**config.mk**
```make
export PLATFORM = sky130hd
export DESIGN_NAME = sn74xx93_seq
export DESIGN_NICKNAME = d
export VERILOG_FILES = /design/src/rtl/sn74_pkg.sv /design/src/rtl/sn74_seq_timer.sv /design/src/rtl/sn74xx93_seq.sv
export SDC_FILE = /design/constraint.sdc
export NUM_CORES = 1
export LEC_CHECK = 0
export ABC_CLOCK_PERIOD_IN_PS = 6300
export BUFFER_PORTS_ARGS = -buffer_cell sky130_fd_sc_hd__buf_2
export CORE_ASPECT_RATIO = 0.5
export CORE_MARGIN = 8
export CORE_UTILIZATION = 40
export CTS_BUF_LIST = sky130_fd_sc_hd__clkbuf_16
export DETAILED_ROUTE_END_ITERATION = 7
export GPL_TIMING_DRIVEN = 0
export PLACE_DENSITY = 0.57
export SYNTH_ARGS = -nofsm -noshare
export SYNTH_HDL_FRONTEND = slang
export SYNTH_SLANG_ARGS = --single-unit
```
**constraint.sdc**
```tcl
create_clock -name clk -period 6.3 [get_ports clk]
set_input_delay 0.945 -clock clk [delete_from_list [all_inputs] [get_ports clk]]
set_output_delay 0.945 -clock clk [all_outputs]
set_load 0.05 [all_outputs]
```
**src/rtl/sn74_pkg.sv**
```systemverilog
// Shared state encoding and constants for the SN74XX93 sequencer.
package sn74_pkg;

    typedef logic [3:0] state_t;

    localparam state_t StClr    = 4'd0;
    localparam state_t StIdle   = 4'd1;
    localparam state_t StStep   = 4'd2;
    localparam state_t StLo     = 4'd3;
    localparam state_t StHi     = 4'd4;
    localparam state_t StWrap   = 4'd5;
    localparam state_t StSettle = 4'd6;
    localparam state_t StCheck  = 4'd7;
    localparam state_t StFin    = 4'd8;

    localparam logic [3:0] MOD16_CODE = 4'd0;
    localparam int unsigned TimerW = 4;

    // Shadow value at which the next step clears instead of counting (N-1).
    function automatic logic [3:0] wrap_value(input logic [3:0] mod_val);
        if (mod_val == MOD16_CODE) begin
            return 4'd15;
        end
        return mod_val - 4'd1;
    endfunction

endpackage

```
**src/rtl/sn74_seq_timer.sv**
```systemverilog
// Settle down-counter: load starts a CYC-cycle wait, expire_o marks its last cycle.
module sn74_seq_timer
    import sn74_pkg::*;
#(
    parameter int unsigned CYC = 2
) (
    input  logic clk,
    input  logic rst_n,
    input  logic load_i,
    output logic expire_o
);

    localparam logic [TimerW-1:0] LoadVal = TimerW'(CYC - 1);

    logic [TimerW-1:0] cnt_q, cnt_d;

    always_comb begin
        cnt_d = cnt_q;
        if (load_i) begin
            cnt_d = LoadVal;
        end else if (cnt_q != '0) begin
            cnt_d = cnt_q - 1'b1;
        end
    end

    always_ff @(posedge clk or negedge rst_n) begin
        if (!rst_n) begin
            cnt_q <= '0;
        end else begin
            cnt_q <= cnt_d;
        end
    end

    assign expire_o = (cnt_q == '0);

endmodule

```
**src/rtl/sn74xx93_seq.sv**
```systemverilog
// Sequencer driving one SN74XX93 ripple counter as a modulo-N event counter,
// with a shadow count checked against the counter readback after every step.
module sn74xx93_seq
    import sn74_pkg::*;
#(
    parameter int unsigned SETTLE_CYC = 2,
    parameter int unsigned RUN_W      = 8
) (
    input  logic             clk,
    input  logic             rst_n,
    input  logic             start_i,
    input  logic [3:0]       mod_val_i,
    input  logic [RUN_W-1:0] run_len_i,
    output logic             busy_o,
    output logic             done_o,
    output logic             err_o,
    output logic             tc_o,
    output logic [3:0]       shadow_o,
    output logic             cnt_clka_o,
    output logic             cnt_clkb_o,
    output logic             cnt_r0_o,
    output logic             cnt_r1_o,
    input  logic [3:0]       cnt_q_i
);

    state_t           state_q, state_d;
    logic [3:0]       mod_q, mod_d;
    logic [RUN_W-1:0] steps_q, steps_d;
    logic [3:0]       shadow_q, shadow_d;
    logic             err_q, err_d;
    logic             clka_q, clkb_q, clr_q, tc_q, done_q, busy_q;
    logic             wrap_hit;
    logic             timer_load, timer_expire;

    assign wrap_hit   = (shadow_q == wrap_value(mod_q));
    assign timer_load = (state_q == StHi) || (state_q == StWrap);

    sn74_seq_timer #(
        .CYC(SETTLE_CYC)
    ) u_timer (
        .clk     (clk),
        .rst_n   (rst_n),
        .load_i  (timer_load),
        .expire_o(timer_expire)
    );

    always_comb begin
        state_d  = state_q;
        mod_d    = mod_q;
        steps_d  = steps_q;
        shadow_d = shadow_q;
        err_d    = err_q;
        case (state_q)
            StClr: state_d = StIdle;
            StIdle: begin
                if (start_i) begin
                    mod_d   = mod_val_i;
                    steps_d = run_len_i;
                    err_d   = 1'b0;
                    if (mod_val_i == 4'd1) begin
                        err_d   = 1'b1;
                        state_d = StFin;
                    end else if (run_len_i == '0) begin
                        state_d = StFin;
                    end else begin
                        state_d = StStep;
                    end
                end
            end
            StStep: state_d = wrap_hit ? StWrap : StLo;
            StLo: begin
                shadow_d = shadow_q + 4'd1;
                state_d  = StHi;
            end
            StHi: state_d = StSettle;
            StWrap: begin
                shadow_d = 4'd0;
                state_d  = StSettle;
            end
            StSettle: if (timer_expire) state_d = StCheck;
            StCheck: begin
                if (cnt_q_i != shadow_q) begin
                    err_d   = 1'b1;
                    state_d = StFin;
                end else begin
                    steps_d = steps_q - 1'b1;
                    // Next step is decided here directly so a count step costs 3+SETTLE_CYC.
                    if (steps_d == '0) begin
                        state_d = StFin;
                    end else begin
                        state_d = wrap_hit ? StWrap : StLo;
                    end
                end
            end
            StFin: state_d = StIdle;
            default: state_d = StClr;
        endcase
    end

    // Counter controls are registered from the next state so they never glitch.
    always_ff @(posedge clk or negedge rst_n) begin
        if (!rst_n) begin
            state_q  <= StClr;
            mod_q    <= MOD16_CODE;
            steps_q  <= '0;
            shadow_q <= 4'd0;
            err_q    <= 1'b0;
            clka_q   <= 1'b1;
            clkb_q   <= 1'b1;
            clr_q    <= 1'b1;
            tc_q     <= 1'b0;
            done_q   <= 1'b0;
            busy_q   <= 1'b0;
        end else begin
            state_q  <= state_d;
            mod_q    <= mod_d;
            steps_q  <= steps_d;
            shadow_q <= shadow_d;
            err_q    <= err_d;
            clka_q   <= (state_d != StLo);
            clkb_q   <= !((state_d == StLo) && shadow_q[0]);
            clr_q    <= (state_d == StClr) || (state_d == StWrap);
            tc_q     <= (state_d == StWrap);
            done_q   <= (state_d == StFin);
            busy_q   <= !(state_d inside {StClr, StIdle, StFin});
        end
    end

    assign busy_o     = busy_q;
    assign done_o     = done_q;
    assign err_o      = err_q;
    assign tc_o       = tc_q;
    assign shadow_o   = shadow_q;
    assign cnt_clka_o = clka_q;
    assign cnt_clkb_o = clkb_q;
    assign cnt_r0_o   = clr_q;
    assign cnt_r1_o   = clr_q;

endmodule

```
[Yosys cells after proc, flatten, opt, wreduce, memory -nomap -nowiden]
Index checks and enable logic that the tools add are counted.
Word-level totals
  flip-flop bits (word level): 31
  bits of input ports: 19
  word-level logic and storage cells: 77
Cells by class
  add/sub/neg operators: 4
  equal/unequal tests: 19
  muxes and demuxes: 21
  reduce and logical (&&, ||, !) cells: 21
Operators with widths (number)
  $mux W4: 10
  $pmux W4 S7: 1
  $eq A4 B3 Y1 const B: 5
  $logic_not A4 Y1: 4
  $logic_not A8 Y1: 2
  $mux W8: 2
  $pmux W8 S2: 1
  $eq A4 B1 Y1 const B: 3
  $eq A4 B2 Y1 const B: 3
  $eq A4 B4 Y1 const B: 2
  $pmux W4 S2: 1
  $sub A4 B1 Y4 const B: 2
  $sub A8 B1 Y8 const B: 1
  $ne A2 B2 Y1 const B: 3
  $reduce_and A3 Y1: 2
  $reduce_bool A2 Y1: 3
  $add A4 B1 Y4 const B: 1
  $eq A4 B4 Y1: 1
  $mux W1: 4
  $ne A4 B2 Y1 const B: 1
  $ne A4 B4 Y1: 1
  $reduce_bool A4 Y1: 1
  $reduce_or A2 Y1: 2
  $mux W3: 1
  other kinds (6): 8

[Depth between registers and ports, before layout]
Gate-level depths: netlist of run 1.
  depth in word-level cells: 11
  depth in mapped cells: 8

[Cells and area by module]
A second synthesis of run 1 with hierarchy kept.
Second synthesis, totals
  cell total of the unflattened synthesis: 211
  area, all modules: 1951.9 um2
Modules (own cells, without submodules)
  sn74xx93_seq: instances 1, cells each 189, area an instance 1721.7 um2
  sn74_seq_timer: instances 1, cells each 22, area an instance 230.2 um2

[Least setup slack after synthesis of run 1]
OpenSTA, ideal clock, no wires.
  path kind: flip-flop to flip-flop
  start: reg steps_q[0]
  end: reg state_q[0]
  library setup time: 0.132 ns
  data arrival time: 1.940 ns
  required time: 6.168 ns
  slack: 4.228 ns
  cell stages (with the launch flop): 8
  buffers on the path: 0
  period minus slack after synthesis: 2.072 ns
  path through: dfrtp_1 > inv_1 > ha_1 > or3b_4 > o31a_1 > o311a_4 > nor2_4 > o211ai_1
Between the ends
  word-level cells in the longest chain between the ends: 5
Ends and longest elaborated chain
  from (decl): line sn74xx93_seq.sv:28  | logic [RUN_W-1:0] steps_q, steps_d;
  from (signal assigned): line sn74xx93_seq.sv:117  | steps_q <= steps_d;
  $sub A8 B1 Y8: line sn74xx93_seq.sv:86  | steps_d = steps_q - 1'b1;
  $logic_not A8 Y1: line sn74xx93_seq.sv:88  | if (steps_d == '0) begin
  $mux W4: line sn74xx93_seq.sv:88
  $mux W4: line sn74xx93_seq.sv:82  | if (cnt_q_i != shadow_q) begin
  $pmux W4 S7: line sn74xx93_seq.sv:53  | case (state_q)
  net state_d[0]: line sn74xx93_seq.sv:26  | state_t state_q, state_d;
  to (signal assigned): line sn74xx93_seq.sv:103  | state_q <= StClr;
  to (signal assigned): line sn74xx93_seq.sv:115  | state_q <= state_d;
  to (decl): line sn74xx93_seq.sv:26
The timed path passes the listed nets, and every way through them passes these cells.
A chain may end at the register's enable or synchronous reset.

[Worst setup path after layout of run 1]
  start: reg steps_q[0]
  end: reg clr_q (netlist: cnt_r0_o)
Between the ends
  word-level cells in the longest chain between the ends: 7
Ends and longest elaborated chain
  $sub A8 B1 Y8 *: line sn74xx93_seq.sv:86
  $logic_not A8 Y1 *: line sn74xx93_seq.sv:88
  $mux W4 *: line sn74xx93_seq.sv:88
  $mux W4 *: line sn74xx93_seq.sv:82
  $pmux W4 S7 *: line sn74xx93_seq.sv:53
  $eq A4 B3 Y1 or $logic_not A4 Y1 (tied branches): line sn74xx93_seq.sv:122  | clr_q <= (state_d == StClr) || (state_d == StWrap);
  $logic_or A1 B1 Y1 *: line sn74xx93_seq.sv:122
  to (signal assigned): line sn74xx93_seq.sv:122
  to (decl): line sn74xx93_seq.sv:31  | logic clka_q, clkb_q, clr_q, tc_q, done_q, busy_q;
Mark *: on every way between the ends. The rest lies on a longest branch, timed or not.

==> metrics.yaml, run 1 <==
sta:
  finalCriticalPeriod_ns: 2.25
  max_freq_ghz: 0.445
  fin_skew_ns: 0.00823
  fin_tns_setup_ns: 0
  worstMarginPinSlew_ns: 0.741
  worst_slack_ns: 4.05
  finalSetupViolCount: 0
  rsz0062_at_grt: "false"
  post-route-period-util_pct: 35.7
  max_slew_margin_pct: 50.6
  hold_viol_final: 0
  slew_violations: 0
setup_path:
  endpoint: "cnt_r0_o"
  r2r-end: "cnt_r0_o"
  crit_path_end_kind: "register"
  crit_fanout: 5
  critPathKind: "register to register"
  cp_cell_sequence: "inv_1 -> ha_1 -> or3b_4 -> nor4_1 -> nor3_1 -> nand2b_1 -> o221ai_1"
  arrival_ns: 2.43
  critPathSlowestCell: "nor4_1"
  startpoint: "steps_q[0]"
  required_ns: 6.48
  cp-start-kind: "register"
  rr_worst_depth: 7
  r2r_slack_ns: 4.05
  max_stage_delay_ns: 0.43
  r2r_start: "steps_q[0]"
synth:
  synth_cell_type_count: 49
  synth_adder_area_share_pct: 3.93
  yosys_warnings: 0
  ys_ff_latch: 31
  synth_edf_count: 0
  async_flop_share_pct: 100
  yosysSeqAreaShare_pct: 40.8
  syn_area_sq_um: 1910
  synth-compound-area-share_pct: 19.1
  ys.flop_type: "dfrtp_1"
  synthXorXnorAreaFrac_pct: 5.05
  avgSynthCellArea_sq_um: 8.96
  synthSimpleGateAreaFrac_pct: 22.2
  syn_nets: 238
  synthMuxAreaShare_pct: 3.41
  synth_top_family_by_area: "simple AND/OR/NAND/NOR gates"
  synthCells: 213
layout:
  final_cell_mix: "buf_2, dfrtp_1, o21ai_0"
  final_common_cell: "buf_2"
  syn_to_final_growth_pct: 19.3
  diodes: 0
  nets: 275
  fin_area_sq_um: 2280
  nFillCells: 433
  drive_above_1_share_pct: 21.9
grt:
  grt_pass1_vias: 1735
  antenna_found_initial: 0
  track_usage_pct: 13.8
  grt_pass1_wl_microns: 8250
  overflow: 0
  grt_max_degree: 32
routing:
  finalWirelength_microns: 4850
  route.vias.total: 1693
  first_pass_iters: 4
  wire_per_inst_microns: 15.3
  vias_per_cell: 5.34
  route.detailed.drc: 0
  ant_nets: 0
  drt_iter0_drc: 134
clock_tree:
  cts_tree: "yes"
  clockRootBuffer: "clkbuf_16"
  cts_max_level: 2
  cts_sinks: 31
  path_clk_slew_ns: 0.05
  insertion_delay_ns: 0.28
  ctsResizeCount: 0
  post-cts-setup-buffers: 0
  cts_buffers: 5
  ctsHoldBuffers: 0
  clock_path_buffers: 2
placed_design:
  port_buffers: 30
  gp_congestion: 0.817
  place_ws_ns: 3.93
  place_area_sq_um: 2140
  hpwlAfterDp_microns: 3540
job:
  drv_cap: 0
pwr:
  ir_drop_uv: 217
  powerDensity_nw_per_um2: 557
  power_leakage_nw: 0.985
floorplan:
  core_sq_um: 4490
  die_y_microns: 64.9
  chipWidth_microns: 114
  dieArea_sq_um: 7370
  std_cell_rows: 17
  start_util_pct: 42.5
  ios: 31
status:
  outcome: "finished clean"
hold_path:
  holdCritPathClass: "register to register"
[power by group]
group	switching [W]	total [W]	internal, W
registers	0.0000876	0.000382	0.000295
clock network	0.0000850	0.000227	0.000142
logic	0.000410	0.000661	0.000251
[synthesized netlist by cell type (all sizes together), types with 3 or more instances]
master  count  share of area, %
dfrtp      28                37
o21ai      25               6.6
nor2       22               4.7
a21oi      18               4.7
nand2      15               2.9
inv         9               1.8
xnor2       9               4.1
buf         6               2.4
ha          6               3.9
nor3        6               1.6
nand2b      5               1.6
nand3       5               1.3
clkbuf      4              0.79
mux2        4               2.4
nor4        4               1.3
and3        3              0.98
dfstp       3               4.1
nor2b       3              0.98
[sequential cells by signal, summed over array words and instances (netlist names)]
signal         flops
cnt_clka_o         1
shadow_o           4
done_o             1
cnt_r0_o           1
err_o              1
tc_o               1
busy_o             1
cnt_clkb_o         1
u_timer.cnt_q      4
mod_q              4
state_q            4
steps_q            8
[routing by layer]
metal / part of all wire, % / global-route usage, % / vias up
met1: 48 / 17.6 / 822
li1: - / - / 836
met4: 0.80 / 3.45 / 0
met2: 45 / 22.7 / 30
met3: 5.8 / 4.06 / 5
met5: 0 / 0 / -
[critical path, delay by kind of cell, from the launching register on]
family	cells	cell delay, ns
buf+inv	1	0.11
compound gates	1	0.22
fa+ha+maj	1	0.22
simple gates	4	1.20
flops	1	0.41
[how the worst min path moves through the flow]
stage,from,endpoint,cells past startpoint
detailed placement,err_o,err_o,1
finish,err_o,err_o,1
global placement,err_o,err_o,1
CTS,err_o,err_o,1
floorplan,steps_q[6],steps_q[6],2
global route,err_o,err_o,1
[logic make-up after synthesis]
kind of cell               after synthesis
and+or+nand+nor                         79
muxes                                    6
AOI/OAI and AO/OA                       60
buffers and inverters                   20
xor gates and xnor gates                11
DFF                                     31
adders and majority gates                6
[area by class of cell]
type	count	area (sq um)	share of cell area [%]
Inverter	9	33.8	1.48
Timing Repair Buffer	30	150	6.59
Tap cell	66	82.6	3.62
Multi-Input combinational cell	162	1030	45.0
Sequential cell	31	779	34.2
Clock buffer	5	125	5.49
Buffer	11	70.1	3.08
Clock inverter	3	11.3	0.494
[stage by stage]
| step | cells | util (%) | hold slack (ns) | power, W |
|---|---|---|---|---|
| floorplan | 213 | - | 0.495 | 0.000889 |
| global placement | 309 | 47.7 | 0.521 | 0.00103 |
| detailed placement | 309 | 47.7 | 0.530 | 0.00104 |
| CTS | 317 | 50.8 | 0.554 | 0.00128 |
| global route | 317 | 50.8 | 0.564 | 0.00138 |
| finish | 317 | 50.8 | 0.552 | 0.00127 |
(Power assumes the default switching activity.)
==> run 2: changes to the inputs <==
Settings changed: ABC_CLOCK_PERIOD_IN_PS 6300 to 2300.
Clock period 6.3 ns to 2.3 ns, I/O delays scaled along.
==> metrics.yaml, run 2 (synthesis gave the netlist of run 1 again) <==
layout:
  regMostFlops: "steps_q"  # unchanged
  fin_area_sq_um: 2300  # was 2280 sq um
  drive_above_1_share_pct: 23.1  # was 21.9%
  nets: 275  # unchanged
  final_common_cell: "buf_2"  # unchanged
  final_cell_mix: "buf_2, dfrtp_1, o21ai_0"  # unchanged
  fin_cells: 317  # unchanged
  largest_reg_flops: 8  # unchanged
  syn_to_final_growth_pct: 20.3  # was 19.3%
  diodes: 0  # unchanged
setup_path:
  cp_cell_sequence: "inv_1 -> ha_4 -> or3b_4 -> o31a_1 -> o311a_4 -> nor2_4 -> o211ai_1"  # was inv_1 -> ha_1 -> or3b_4 -> nor4_1 -> nor3_1 -> nand2b_1 -> o221ai_1
  crit_fanout: 5  # unchanged
  cp_num_buf_inv: 1  # unchanged
  required_ns: 2.45  # was 6.48 ns
  cp-start-kind: "register"  # unchanged
  crit_path_end_kind: "register"  # unchanged
  r2r-end: "state_q[0]"  # was cnt_r0_o
  critPathKind: "register to register"  # unchanged
  cp_top_family: "compound AO/OA/AOI/OAI gates"  # was simple AND/OR/NAND/NOR gates
  max_stage_delay_ns: 0.42  # was 0.43 ns
  r2r_slack_ns: 0.11  # was 4.05 ns
  r2r_start: "steps_q[1]"  # was steps_q[0]
  rr_worst_depth: 7  # unchanged
  critPathSlowestCell: "dfrtp_1"  # was nor4_1
  arrival_ns: 2.34  # was 2.43 ns
floorplan:
  die_y_microns: 64.9  # unchanged
  start_util_pct: 42.5  # unchanged
  dieArea_sq_um: 7370  # unchanged
  chipWidth_microns: 114  # unchanged
  ios: 31  # unchanged
  core_sq_um: 4490  # unchanged
  std_cell_rows: 17  # unchanged
sta:
  fin_tns_setup_ns: 0  # unchanged
  post-route-period-util_pct: 95.3  # was 35.7%
  finalCriticalPeriod_ns: 2.19  # was 2.25 ns
  finalSetupViolCount: 0  # unchanged
  fin_skew_ns: 0.00721  # was 0.00823 ns
  rsz0062_at_grt: "false"  # unchanged
  whs_ns: 0.129  # was 0.552 ns
  worstMarginPinSlew_ns: 0.741  # about the same
  hold_viol_final: 0  # unchanged
  slew_violations: 0  # unchanged
  max_freq_ghz: 0.456  # was 0.445 GHz
  max_slew_margin_pct: 50.6  # about the same
job:
  drv_cap: 0  # unchanged
clock_tree:
  post-cts-setup-buffers: 0  # unchanged
  clock_path_buffers: 2  # unchanged
  cts_sinks: 31  # unchanged
  insertion_delay_ns: 0.28  # about the same
  cts_buffers: 5  # unchanged
  ctsHoldBuffers: 0  # unchanged
  cts_tree: "yes"  # unchanged
  ctsResizeCount: 0  # unchanged
  path_clk_slew_ns: 0.05  # about the same
  clockRootBuffer: "clkbuf_16"  # unchanged
  cts_max_level: 2  # unchanged
routing:
  route.detailed.drc: 0  # unchanged
  drt_iter0_drc: 100  # was 134
  vias_per_cell: 5.37  # was 5.34
  ant_nets: 0  # unchanged
  wire_per_inst_microns: 15.3  # about the same
  first_pass_iters: 4  # unchanged
  finalWirelength_microns: 4840  # was 4850 microns
  route.vias.total: 1702  # was 1693
grt:
  antenna_found_initial: 0  # unchanged
  grt_pass1_wl_microns: 8250  # unchanged
  overflow: 0  # unchanged
  track_usage_pct: 13.8  # unchanged
  grt_max_degree: 32  # unchanged
  grt_pass1_vias: 1735  # unchanged
placed_design:
  place_area_sq_um: 2140  # unchanged
  dp_cells: 309  # unchanged
  gp_congestion: 0.817  # unchanged
  port_buffers: 30  # unchanged
  hpwlAfterDp_microns: 3540  # unchanged
pwr:
  power_leakage_nw: 0.985  # about the same
  ir_drop_uv: 598  # was 217 uV
  powerDensity_nw_per_um2: 1530  # was 557 nW/um^2
status:
  outcome: "finished clean"  # unchanged
hold_path:
  holdCritPathClass: "primary input to async pin"  # was register to register
-- run 2: cell counts in the layout (fill, tap and decap cells not counted) --
Identical to the previous run, type by type.
-- run 2: per-stage QoR --
| stage | total power [W] | util, % | setup slack, ns |
|---|---|---|---|
| floorplan | 0.00244 | - | 0.228 |
| global placement | 0.00281 | 47.7 | 0.0881 |
| detailed placement | 0.00286 | 47.7 | 0.0672 |
| CTS | 0.00350 | 50.8 | 0.0612 |
| global route | 0.00380 | 51.2 | 0.0170 |
| finish | 0.00351 | 51.2 | 0.109 |
-- run 2: how the worst max path moves through the flow --
| stage | end | slack (ns) | from | cells past startpoint |
|---|---|---|---|---|
| after floorplan | state_q[0] | 0.23 | steps_q[0] | 7 |
| after global placement | state_q[0] | 0.09 | steps_q[0] | 7 |
| after detailed placement | state_q[0] | 0.07 | steps_q[0] | 7 |
| after CTS | state_q[0] | 0.06 | steps_q[0] | 7 |
| after global routing | cnt_r0_o | 0.02 | mod_q[0] | 6 |
| final | state_q[0] | 0.11 | steps_q[1] | 7 |
-- run 2: power breakdown --
part | internal (W) | switching [W]
registers | 0.000807 | 0.000246
logic | 0.000701 | 0.00113
clock network | 0.000388 | 0.000231
total | 0.00190 | 0.00161
-- run 2: worst reg2reg max path: stages, from the launching register on --
cell and delay [ns]:
dfrtp_1 0.42, inv_1 0.13, ha_4 0.16, or3b_4 0.40, o31a_1 0.29, o311a_4 0.41, nor2_4 0.16, o211ai_1 0.10
-- run 2: final cells by class --
cell class,instances,area [sq um]
well taps,66,82.6
clock buffers,5,125
multi-input cells,162,1040
inverters,9,33.8
clock inverters,3,11.3
fillers,428,2190
plain buffers,11,70.1
flip-flops and latches,31,779
repair buffers,30,150
-- run 2: layer usage --
metal | share of wire, % | routed length (microns) | vias up | global-route usage, %
li1 | - | - | 841 | -
met1 | 48 | 2340 | 822 | 17.6
met2 | 45 | 2200 | 34 | 22.7
met3 | 5.4 | 263 | 5 | 4.06
met4 | 0.81 | 39 | 0 | 3.45
met5 | 0 | 0 | - | 0
